===== src/rtl/scad_step_if.sv =====
// Bus bundle between the microsequencer and the SCAD step-count engine.
// The master modport is the microsequencer side, the slave modport is the engine.
interface scad_step_if #(
    parameter int WIDTH = 10
);
    logic [2:0]       fun;
    logic [1:0]       asel;
    logic [1:0]       bsel;
    logic [WIDTH-1:0] snum;
    logic [WIDTH-1:0] dpa;
    logic [WIDTH-1:0] dpb;
    logic             loadFE;
    logic             loadSC;
    logic             start;
    logic [WIDTH-1:0] count;
    logic             busy;
    logic             done;
    logic [WIDTH-1:0] scad;
    logic [WIDTH-1:0] fe;
    logic [WIDTH-1:0] sc;
    logic             feSIGN;
    logic             scSIGN;
    logic [3:0]       dispSCAD;
    logic             scadCY;

    modport master (
        output fun, asel, bsel, snum, dpa, dpb, loadFE, loadSC, start, count,
        input  busy, done, scad, fe, sc, feSIGN, scSIGN, dispSCAD, scadCY
    );

    modport slave (
        input  fun, asel, bsel, snum, dpa, dpb, loadFE, loadSC, start, count,
        output busy, done, scad, fe, sc, feSIGN, scSIGN, dispSCAD, scadCY
    );
endinterface


===== src/rtl/scad_step_engine.sv =====
// SCAD step-count engine: A/B operand muxes, 8-function SCAD ALU, FE and SC
// registers, and a loop sequencer that counts SC down until it goes negative.
// Optional feature: define SCAD_CARRY_EN to produce the ALU carry/borrow on
// scadCY; without it scadCY is tied low and no carry logic exists.
module scad_step_engine #(
    parameter int WIDTH = 10
) (
    input  logic        clk,
    input  logic        rst,
    input  logic        clken,
    scad_step_if.slave  bus
);
    typedef enum logic [1:0] {S_IDLE, S_RUN, S_DONE} state_t;

    localparam logic [WIDTH-1:0] ONE = {{(WIDTH-1){1'b0}}, 1'b1};

    state_t           state_q, state_d;
    logic [WIDTH-1:0] fe_q, fe_d;
    logic [WIDTH-1:0] sc_q, sc_d;
    logic [WIDTH-1:0] a_op, b_op, scad_w;

    // Operand selection for the A and B ALU inputs
    always_comb begin
        a_op = '0;
        b_op = '0;
        unique case (bus.asel)
            2'd0: a_op = sc_q;
            2'd1: a_op = bus.snum;
            2'd2: a_op = bus.dpa;
            default: a_op = fe_q;
        endcase
        unique case (bus.bsel)
            2'd0: b_op = fe_q;
            2'd1: b_op = bus.dpb;
            2'd2: b_op = bus.snum;
            default: b_op = sc_q;
        endcase
    end

    // SCAD ALU, all results wrap modulo 2**WIDTH
    always_comb begin
        scad_w = '0;
        unique case (bus.fun)
            3'd0: scad_w = a_op + a_op;
            3'd1: scad_w = a_op | b_op;
            3'd2: scad_w = a_op - b_op - ONE;
            3'd3: scad_w = a_op - b_op;
            3'd4: scad_w = a_op + b_op;
            3'd5: scad_w = a_op & b_op;
            3'd6: scad_w = a_op - ONE;
            default: scad_w = a_op;
        endcase
    end

`ifdef SCAD_CARRY_EN
    logic [WIDTH:0] sum_ab;
    logic           cy_w;

    assign sum_ab = {1'b0, a_op} + {1'b0, b_op};

    // Carry out of the MSB for adds, unsigned borrow for subtracts
    always_comb begin
        cy_w = 1'b0;
        unique case (bus.fun)
            3'd0: cy_w = a_op[WIDTH-1];
            3'd2: cy_w = (a_op <= b_op);
            3'd3: cy_w = (a_op < b_op);
            3'd4: cy_w = sum_ab[WIDTH];
            3'd6: cy_w = (a_op == '0);
            default: cy_w = 1'b0;
        endcase
    end

    assign bus.scadCY = cy_w;
`else
    assign bus.scadCY = 1'b0;
`endif

    assign bus.scad     = scad_w;
    assign bus.dispSCAD = scad_w[WIDTH-1] ? 4'b0010 : 4'b0000;
    assign bus.fe       = fe_q;
    assign bus.sc       = sc_q;
    assign bus.feSIGN   = fe_q[WIDTH-1];
    assign bus.scSIGN   = sc_q[WIDTH-1];

    // Next values for FE and SC; start outranks loadSC, RUN owns SC
    always_comb begin
        fe_d = fe_q;
        sc_d = sc_q;
        if (clken && bus.loadFE) begin
            fe_d = scad_w;
        end
        unique case (state_q)
            S_IDLE: begin
                if (clken && bus.start) begin
                    sc_d = bus.count;
                end else if (clken && bus.loadSC) begin
                    sc_d = scad_w;
                end
            end
            S_RUN: begin
                if (clken) begin
                    sc_d = sc_q - ONE;
                end
            end
            default: begin
                if (clken && bus.loadSC) begin
                    sc_d = scad_w;
                end
            end
        endcase
    end

    // Sequencer next state; DONE always lasts one clock regardless of clken
    always_comb begin
        state_d = state_q;
        unique case (state_q)
            S_IDLE: begin
                if (clken && bus.start) begin
                    state_d = bus.count[WIDTH-1] ? S_DONE : S_RUN;
                end
            end
            S_RUN: begin
                if (clken && (sc_q == '0)) begin
                    state_d = S_DONE;
                end
            end
            default: state_d = S_IDLE;
        endcase
    end

    // Sequencer status outputs decoded from the current state
    always_comb begin
        bus.busy = 1'b0;
        bus.done = 1'b0;
        unique case (state_q)
            S_RUN:   bus.busy = 1'b1;
            S_DONE:  bus.done = 1'b1;
            default: ;
        endcase
    end

    // Register update; reset takes priority over clken
    always_ff @(posedge clk) begin
        if (!rst) begin
            state_q <= S_IDLE;
            fe_q    <= '0;
            sc_q    <= '0;
        end else begin
            state_q <= state_d;
            fe_q    <= fe_d;
            sc_q    <= sc_d;
        end
    end
endmodule


===== src/flat_wrapper.sv =====
// flat-port wrapper written by rule: the top's interface ports become plain ports
module scad_step_engine_flat 
#(
    parameter int WIDTH = 10
)
  (clk, rst, clken, bus_fun, bus_asel, bus_bsel, bus_snum, bus_dpa, bus_dpb, bus_loadFE, bus_loadSC, bus_start, bus_count, bus_busy, bus_done, bus_scad, bus_fe, bus_sc, bus_feSIGN, bus_scSIGN, bus_dispSCAD, bus_scadCY);
  scad_step_if #(.WIDTH(WIDTH)) bus_i ();
  input  logic clk;
  input  logic rst;
  input  logic clken;
  input wire logic [$bits(bus_i.fun)-1:0] bus_fun;
  input wire logic [$bits(bus_i.asel)-1:0] bus_asel;
  input wire logic [$bits(bus_i.bsel)-1:0] bus_bsel;
  input wire logic [$bits(bus_i.snum)-1:0] bus_snum;
  input wire logic [$bits(bus_i.dpa)-1:0] bus_dpa;
  input wire logic [$bits(bus_i.dpb)-1:0] bus_dpb;
  input wire logic [$bits(bus_i.loadFE)-1:0] bus_loadFE;
  input wire logic [$bits(bus_i.loadSC)-1:0] bus_loadSC;
  input wire logic [$bits(bus_i.start)-1:0] bus_start;
  input wire logic [$bits(bus_i.count)-1:0] bus_count;
  output wire logic [$bits(bus_i.busy)-1:0] bus_busy;
  output wire logic [$bits(bus_i.done)-1:0] bus_done;
  output wire logic [$bits(bus_i.scad)-1:0] bus_scad;
  output wire logic [$bits(bus_i.fe)-1:0] bus_fe;
  output wire logic [$bits(bus_i.sc)-1:0] bus_sc;
  output wire logic [$bits(bus_i.feSIGN)-1:0] bus_feSIGN;
  output wire logic [$bits(bus_i.scSIGN)-1:0] bus_scSIGN;
  output wire logic [$bits(bus_i.dispSCAD)-1:0] bus_dispSCAD;
  output wire logic [$bits(bus_i.scadCY)-1:0] bus_scadCY;
  assign bus_i.fun = bus_fun;
  assign bus_i.asel = bus_asel;
  assign bus_i.bsel = bus_bsel;
  assign bus_i.snum = bus_snum;
  assign bus_i.dpa = bus_dpa;
  assign bus_i.dpb = bus_dpb;
  assign bus_i.loadFE = bus_loadFE;
  assign bus_i.loadSC = bus_loadSC;
  assign bus_i.start = bus_start;
  assign bus_i.count = bus_count;
  assign bus_busy = bus_i.busy;
  assign bus_done = bus_i.done;
  assign bus_scad = bus_i.scad;
  assign bus_fe = bus_i.fe;
  assign bus_sc = bus_i.sc;
  assign bus_feSIGN = bus_i.feSIGN;
  assign bus_scSIGN = bus_i.scSIGN;
  assign bus_dispSCAD = bus_i.dispSCAD;
  assign bus_scadCY = bus_i.scadCY;
  scad_step_engine #(.WIDTH(WIDTH)) u_core (.clk(clk), .rst(rst), .clken(clken), .bus(bus_i));
endmodule

===== config.mk =====
export PLATFORM = sky130hd
export DESIGN_NAME = scad_step_engine_flat
export DESIGN_NICKNAME = d
export VERILOG_FILES = /design/src/rtl/scad_step_if.sv /design/src/rtl/scad_step_engine.sv /design/src/flat_wrapper.sv
export SDC_FILE = /design/constraint.sdc
export NUM_CORES = 1
export LEC_CHECK = 0
export ABC_AREA = 1
export BUFFER_PORTS_ARGS = -buffer_cell sky130_fd_sc_hd__buf_2
export CAP_MARGIN = 20
export CORE_MARGIN = 10
export CORE_UTILIZATION = 40
export DETAILED_ROUTE_END_ITERATION = 8
export MAX_ROUTING_LAYER = met4
export PLACE_DENSITY = 0.7
export SETUP_SLACK_MARGIN = 0.5
export SLEW_MARGIN = 10
export SYNTH_ARGS = -nofsm -noshare
export SYNTH_HDL_FRONTEND = slang
export SYNTH_SLANG_ARGS = --single-unit

===== constraint.sdc =====
create_clock -name clk -period 3.8 [get_ports clk]
set_clock_uncertainty 0.15 [all_clocks]
set_input_delay 0.19 -clock clk [delete_from_list [all_inputs] [get_ports clk]]
set_output_delay 0.19 -clock clk [all_outputs]
set_load 0.01 [all_outputs]

# ---- Word-level counts from Yosys, hierarchy flattened
# Cells that the tools add are included.
dict set report op_classes {
  n_addsub 6
  n_eq_ne 15
  n_mux 14
  n_bitwise 2
  n_reduce_logical 10
}
# operator count
set ops {}
lappend ops {{one-hot mux 10 bit (7 select lines)} 1}
lappend ops {{one-hot mux 10 bit (3 select lines)} 2}
lappend ops {{2-to-1 mux 10 bit} 3}
lappend ops {{subtractor 10 x 1 -> 10 bit, second input constant} 3}
lappend ops {{adder 10 bit} 2}
lappend ops {{one-hot mux 10 bit (2 select lines)} 1}
lappend ops {{bitwise AND 10 bit} 1}
lappend ops {{logical NOT 10 bit} 1}
lappend ops {{bitwise OR 10 bit} 1}
lappend ops {{subtractor 10 bit} 1}
lappend ops {{equality test 3 bit, second input constant} 3}
lappend ops {{2-to-1 mux 2 bit} 4}
lappend ops {{equality test 2 x 1 -> 1 bit, second input constant} 3}
lappend ops {{equality test 2 bit, second input constant} 3}
lappend ops {{equality test 3 x 2 -> 1 bit, second input constant} 2}
lappend ops {{logical NOT 2 bit} 3}
lappend ops {{logical AND 1 bit} 4}
lappend ops {{inequality test 2 x 1 -> 1 bit, second input constant} 2}
lappend ops {{one-hot mux 2 bit (2 select lines)} 1}
lappend ops {{equality test 3 x 1 -> 1 bit, second input constant} 1}
lappend ops {{logical NOT 3 bit} 1}
lappend ops {{2-to-1 mux 1 bit} 2}
lappend ops {{inequality test 2 bit, second input constant} 1}
lappend ops {{AND reduction 2 bit} 1}
dict set report totals {
  register_bits 22
  in_bits 53
  elab_cells 50
}

# ---- Depth between registers and ports, before layout
dict set report logic_depth {
  depth_word 8
  depth_mapped 30
  mapped_depth_nobuf 29
}

# ---- Worst setup path after synthesis
# OpenSTA, ideal clock, no wires.
dict set report synth_path {
  path_kind {in2out}
  start {in bus_asel[0]}
  end {out bus_scad[9]}
  t_arrival_ps 3353
  setup_slack_ps 107
  path_stages 24
  n_path_buf 3
  path_cell_list {buf_4 > clkbuf_1 > o21ai_0 > o211ai_1 > o21ai_0 > ha_1 > nand4_1 > nor2_1 > nand2_1 > o21ai_0 > nand2_1 > o21ai_0 > inv_1 > ha_1 > nand2_1 > inv_1 > a221oi_1 > nand2_1 > nand2_1 > nand3_1 > nand2_1 > nand2_2 > inv_1 > buf_4}
}
dict set report synth_between {
  elab_chain_len 5
  elab_cells_between_ends 12
  classes_between {add/sub (5); eq/ne (2); mux (2); bitwise (2); reduce/logical (1)}
}
# item line
set synth_lines {}
lappend synth_lines {{start: declaration} flat_wrapper.sv:12} ;# input wire logic [$bits(bus_i.asel)-1:0] bus_asel;
lappend synth_lines {{equality test 2 bit (tied with other cells)} scad_step_engine.sv:26} ;# unique case (bus.asel)
lappend synth_lines {{one-hot mux 10 bit (3 select lines) (*)} scad_step_engine.sv:26}
lappend synth_lines {{subtractor 10 bit} {scad_step_engine.sv:46, scad_step_engine.sv:47}}
lappend synth_lines {{subtractor 10 x 1 -> 10 bit} scad_step_engine.sv:46} ;# 3'd2: scad_w = a_op - b_op - ONE;
lappend synth_lines {{one-hot mux 10 bit (7 select lines) (*)} scad_step_engine.sv:43} ;# unique case (bus.fun)
lappend synth_lines {{end: declaration} flat_wrapper.sv:23} ;# output wire logic [$bits(bus_i.scad)-1:0] bus_scad;
# Every way passes the cells marked *; elsewhere a longest branch is shown, timed or not.

# ---- Final worst setup path
dict set report layout_path {
  start {reg u_core.sc_q[1], in the netlist u_core.bus.sc[1]}
  end {out bus_scad[9]}
}
dict set report layout_between {
  elab_chain_len 4
  elab_cells_between_ends 8
  classes_between {add/sub (5); mux (3)}
}
# item line
set layout_lines {}
lappend layout_lines {{start: declaration} scad_step_engine.sv:19} ;# logic [WIDTH-1:0] sc_q, sc_d;
lappend layout_lines {{start signal: assignment} scad_step_engine.sv:148} ;# sc_q <= '0;
lappend layout_lines {{start signal: assignment} scad_step_engine.sv:152} ;# sc_q <= sc_d;
lappend layout_lines {{one-hot mux 10 bit (3 select lines) (on tied branches)} {scad_step_engine.sv:26, scad_step_engine.sv:32}}
lappend layout_lines {{subtractor 10 bit} {scad_step_engine.sv:46, scad_step_engine.sv:47}}
lappend layout_lines {{subtractor 10 x 1 -> 10 bit} scad_step_engine.sv:46}
lappend layout_lines {{one-hot mux 10 bit (7 select lines) (*)} scad_step_engine.sv:43}
# Marked as above.

==> results.yml <==
yosys:
  syn_area_mm2: 0.00427
  seq_area_frac_synth_pct: 10.3
  ys_top_cells_by_area: "nand2_1 15%, inv_1 11%, ha_1 11%"
  synth-edff-count: 0
  async_flop_share_pct: 0
  synthDistinctLibCells: 49
  synth_common_cells: "171 x nand2_1, 122 x inv_1, 77 x o21ai_0"
  yosys_warnings: 0
  synth_top_area_share_pct: 15.0
  synth_top_area_cell: "nand2_1"
  synth_flop_cell: "dfxtp_1"
  yosysMostFrequentCell: "nand2_1"
  syn_avg_cell_area_um2: 5.59
  ys_seq_elements: 22
  synthCells: 765
pwr:
  total_power_mw: 2.04
  p_leak_nw: 3.15
  peakVddDrop_mv: 0.286
  powerDensity_mw_per_mm2: 337
cts:
  cts-buffers-inserted: 3
  clock-sinks: 22
  clockRootBuffer: "clkbuf_8"
  insertion_delay_ns: 0.27
  clk_pin_slew_ns: 0.09
  h-tree-depth: 1
  clockBufferDepth: 2
  cts_tree: "done"
die:
  dieArea_mm2: 0.0152
  placeableCoreArea_mm2: 0.0104
  die_w_um: 123
  start_util_pct: 41.2
  ioPinCount: 92
  die_y_um: 123
  row_count: 37
critical_path:
  cp_slowest_stage_delay_ns: 0.37
  end_kind: "output port"
  required_ns: 3.46
  critPathBufInv: 8
  cp_max_fo: 5
  crit_arrival_ns: 3.38
  cp_slowest_cell: "dfxtp_4"
  cp_top_family: "simple AND/OR/NAND/NOR gates"
  crit_path_start_kind: "register"
  setup.worst_path.class: "register to output port"
routing:
  ant_nets: 0
  dr.pass1.iters: 5
  viasPerCell: 5.54
  drtIter0Drc: 481
  wl_per_cell_um: 17.4
  drc: 0
  num_vias: 5902
  wirelength_um: 18500
timing:
  setup_violations: 0
  tightest_slew_ns: 0.662
  timing.final.crit_share_pct: 97.8
  hold_violations: 0
  fin_crit_ns: 3.72
  max_freq_mhz: 269
  finalSetupTns_ns: 0
  slew_viol_final: 0
  fin_ws_ns: 0.0846
  rsz0062_at_grt: "yes"
  slew_headroom_pct: 55.4
grt:
  grt.total_usage_pct: 24.0
  grt_antenna_before_repair: 0
  grt_max_degree: 20
  overflow: 0
  grt_pass1_vias: 5653
  grt_pass1_wl_um: 28600
cells_and_area:
  drive_above_1_share_pct: 35.2
  fin_nets: 1021
  fin_util_pct: 58.4
  diodes: 0
  areaGrowthSynthToFinish_pct: 41.6
placed_design:
  dp_hpwl_um: 14500
  place_ws_ns: -0.0135
  portBuffers: 87
  gp_congestion: 1.04
worst_hold_path:
  hp-class: "input port to register"
outcome:
  status: "finished clean"
flow_run:
  drv_cap: 0
## cell type report
class,instances,area (um^2)
Clock buffer,3,41.3
Clock inverter,1,30.0
Fill cell,1011,4320
Inverter,129,490
Multi-Input combinational cell,597,3690
Sequential cell,22,459
Tap cell,136,170
Timing Repair Buffer,177,1170
## final timing paths
check,slack [ns],startpoint,depth (start not counted),end
min reg2reg,0.39,u_core.state_q[0],2,u_core.state_q[1]
max,0.08,u_core.bus.sc[1],25,bus_scad[9]
min,0.02,bus_count[0],3,u_core.bus.sc[0]
max reg2reg,0.19,u_core.bus.sc[1],28,u_core.bus.sc[9]
## state kept, by name (all words and copies together), names as in the netlist
signal          count
u_core.bus.fe      10
u_core.bus.sc      10
u_core.state_q      2
## stage by stage
| stage | instances | hold WS (ns) | instance area [um^2] |
|---|---|---|---|
| after floorplan | 768 | 0.201 | 4350 |
| after global placement | 1019 | 0.322 | 5180 |
| after detailed placement | 1019 | 0.322 | 5180 |
| after CTS | 1056 | 0.0328 | 5810 |
| after global routing | 1065 | 0.0484 | 6050 |
| final | 1065 | 0.0237 | 6050 |
## worst reg2reg max path, delay by kind of cell (launching register included)
kind	cells	cell delay [ns]
adders and majority gates	1	0.23
and+or+nand+nor	13	1.23
buffers and inverters	8	0.69
xor gates and xnor gates	1	0.18
DFF	1	0.37
AOI/OAI and AO/OA	5	0.74
## layer usage
layer / GRT usage (%) / share of wire, % / up-vias
met4: 8.22 / 3.8 / 0
met3: 2.73 / 8.7 / 53
met5: - / 0 / -
li1: - / - / 2855
met2: 39.3 / 46 / 285
met1: 29.9 / 41 / 2709
## kinds of logic (layout without fill, tap and decap cells)
group	count (synthesis)	after routing	synth area share [%]
XOR/XNOR	4	4	0.820
AND/OR/NAND/NOR	387	387	41.6
flip-flops	22	22	10.3
other	1	4	0.0877
adder cells (fa/ha/maj)	38	38	11.5
AO/OA/AOI/OAI	164	164	21.5
buffers and inverters	149	310	14.3
## power breakdown
part | total, mW | leakage (nW) | switching [mW] | internal (mW)
logic | 1.52 | 2.93 | 0.873 | 0.644
clock network | 0.224 | 0.0357 | 0.0828 | 0.141
registers | 0.299 | 0.185 | 0.0443 | 0.255
total | 2.04 | 3.15 | 1.00 | 1.04
## what timing repair did
action,4_1_cts,5_1_grt
setup endpoints to repair,21,25
setup buffers,33,9
pin swaps,36,30
gates cloned,0,0
resized for setup,96,49
hold buffers,0,0
## cells in the final DEF, fill, tap and decap left out, drive strengths merged, types with 4 or more instances in the layout
cell type,instances
nor3,7
o22ai,6
dfxtp,22
or2,5
ha,36
nand4,18
nand2,186
inv,126
nor2,83
conb,4
o21ai,81
buf,177
a21oi,47
nand3,80
o211ai,5
a31oi,4
nand3b,5
(Power assumes the default switching activity.)
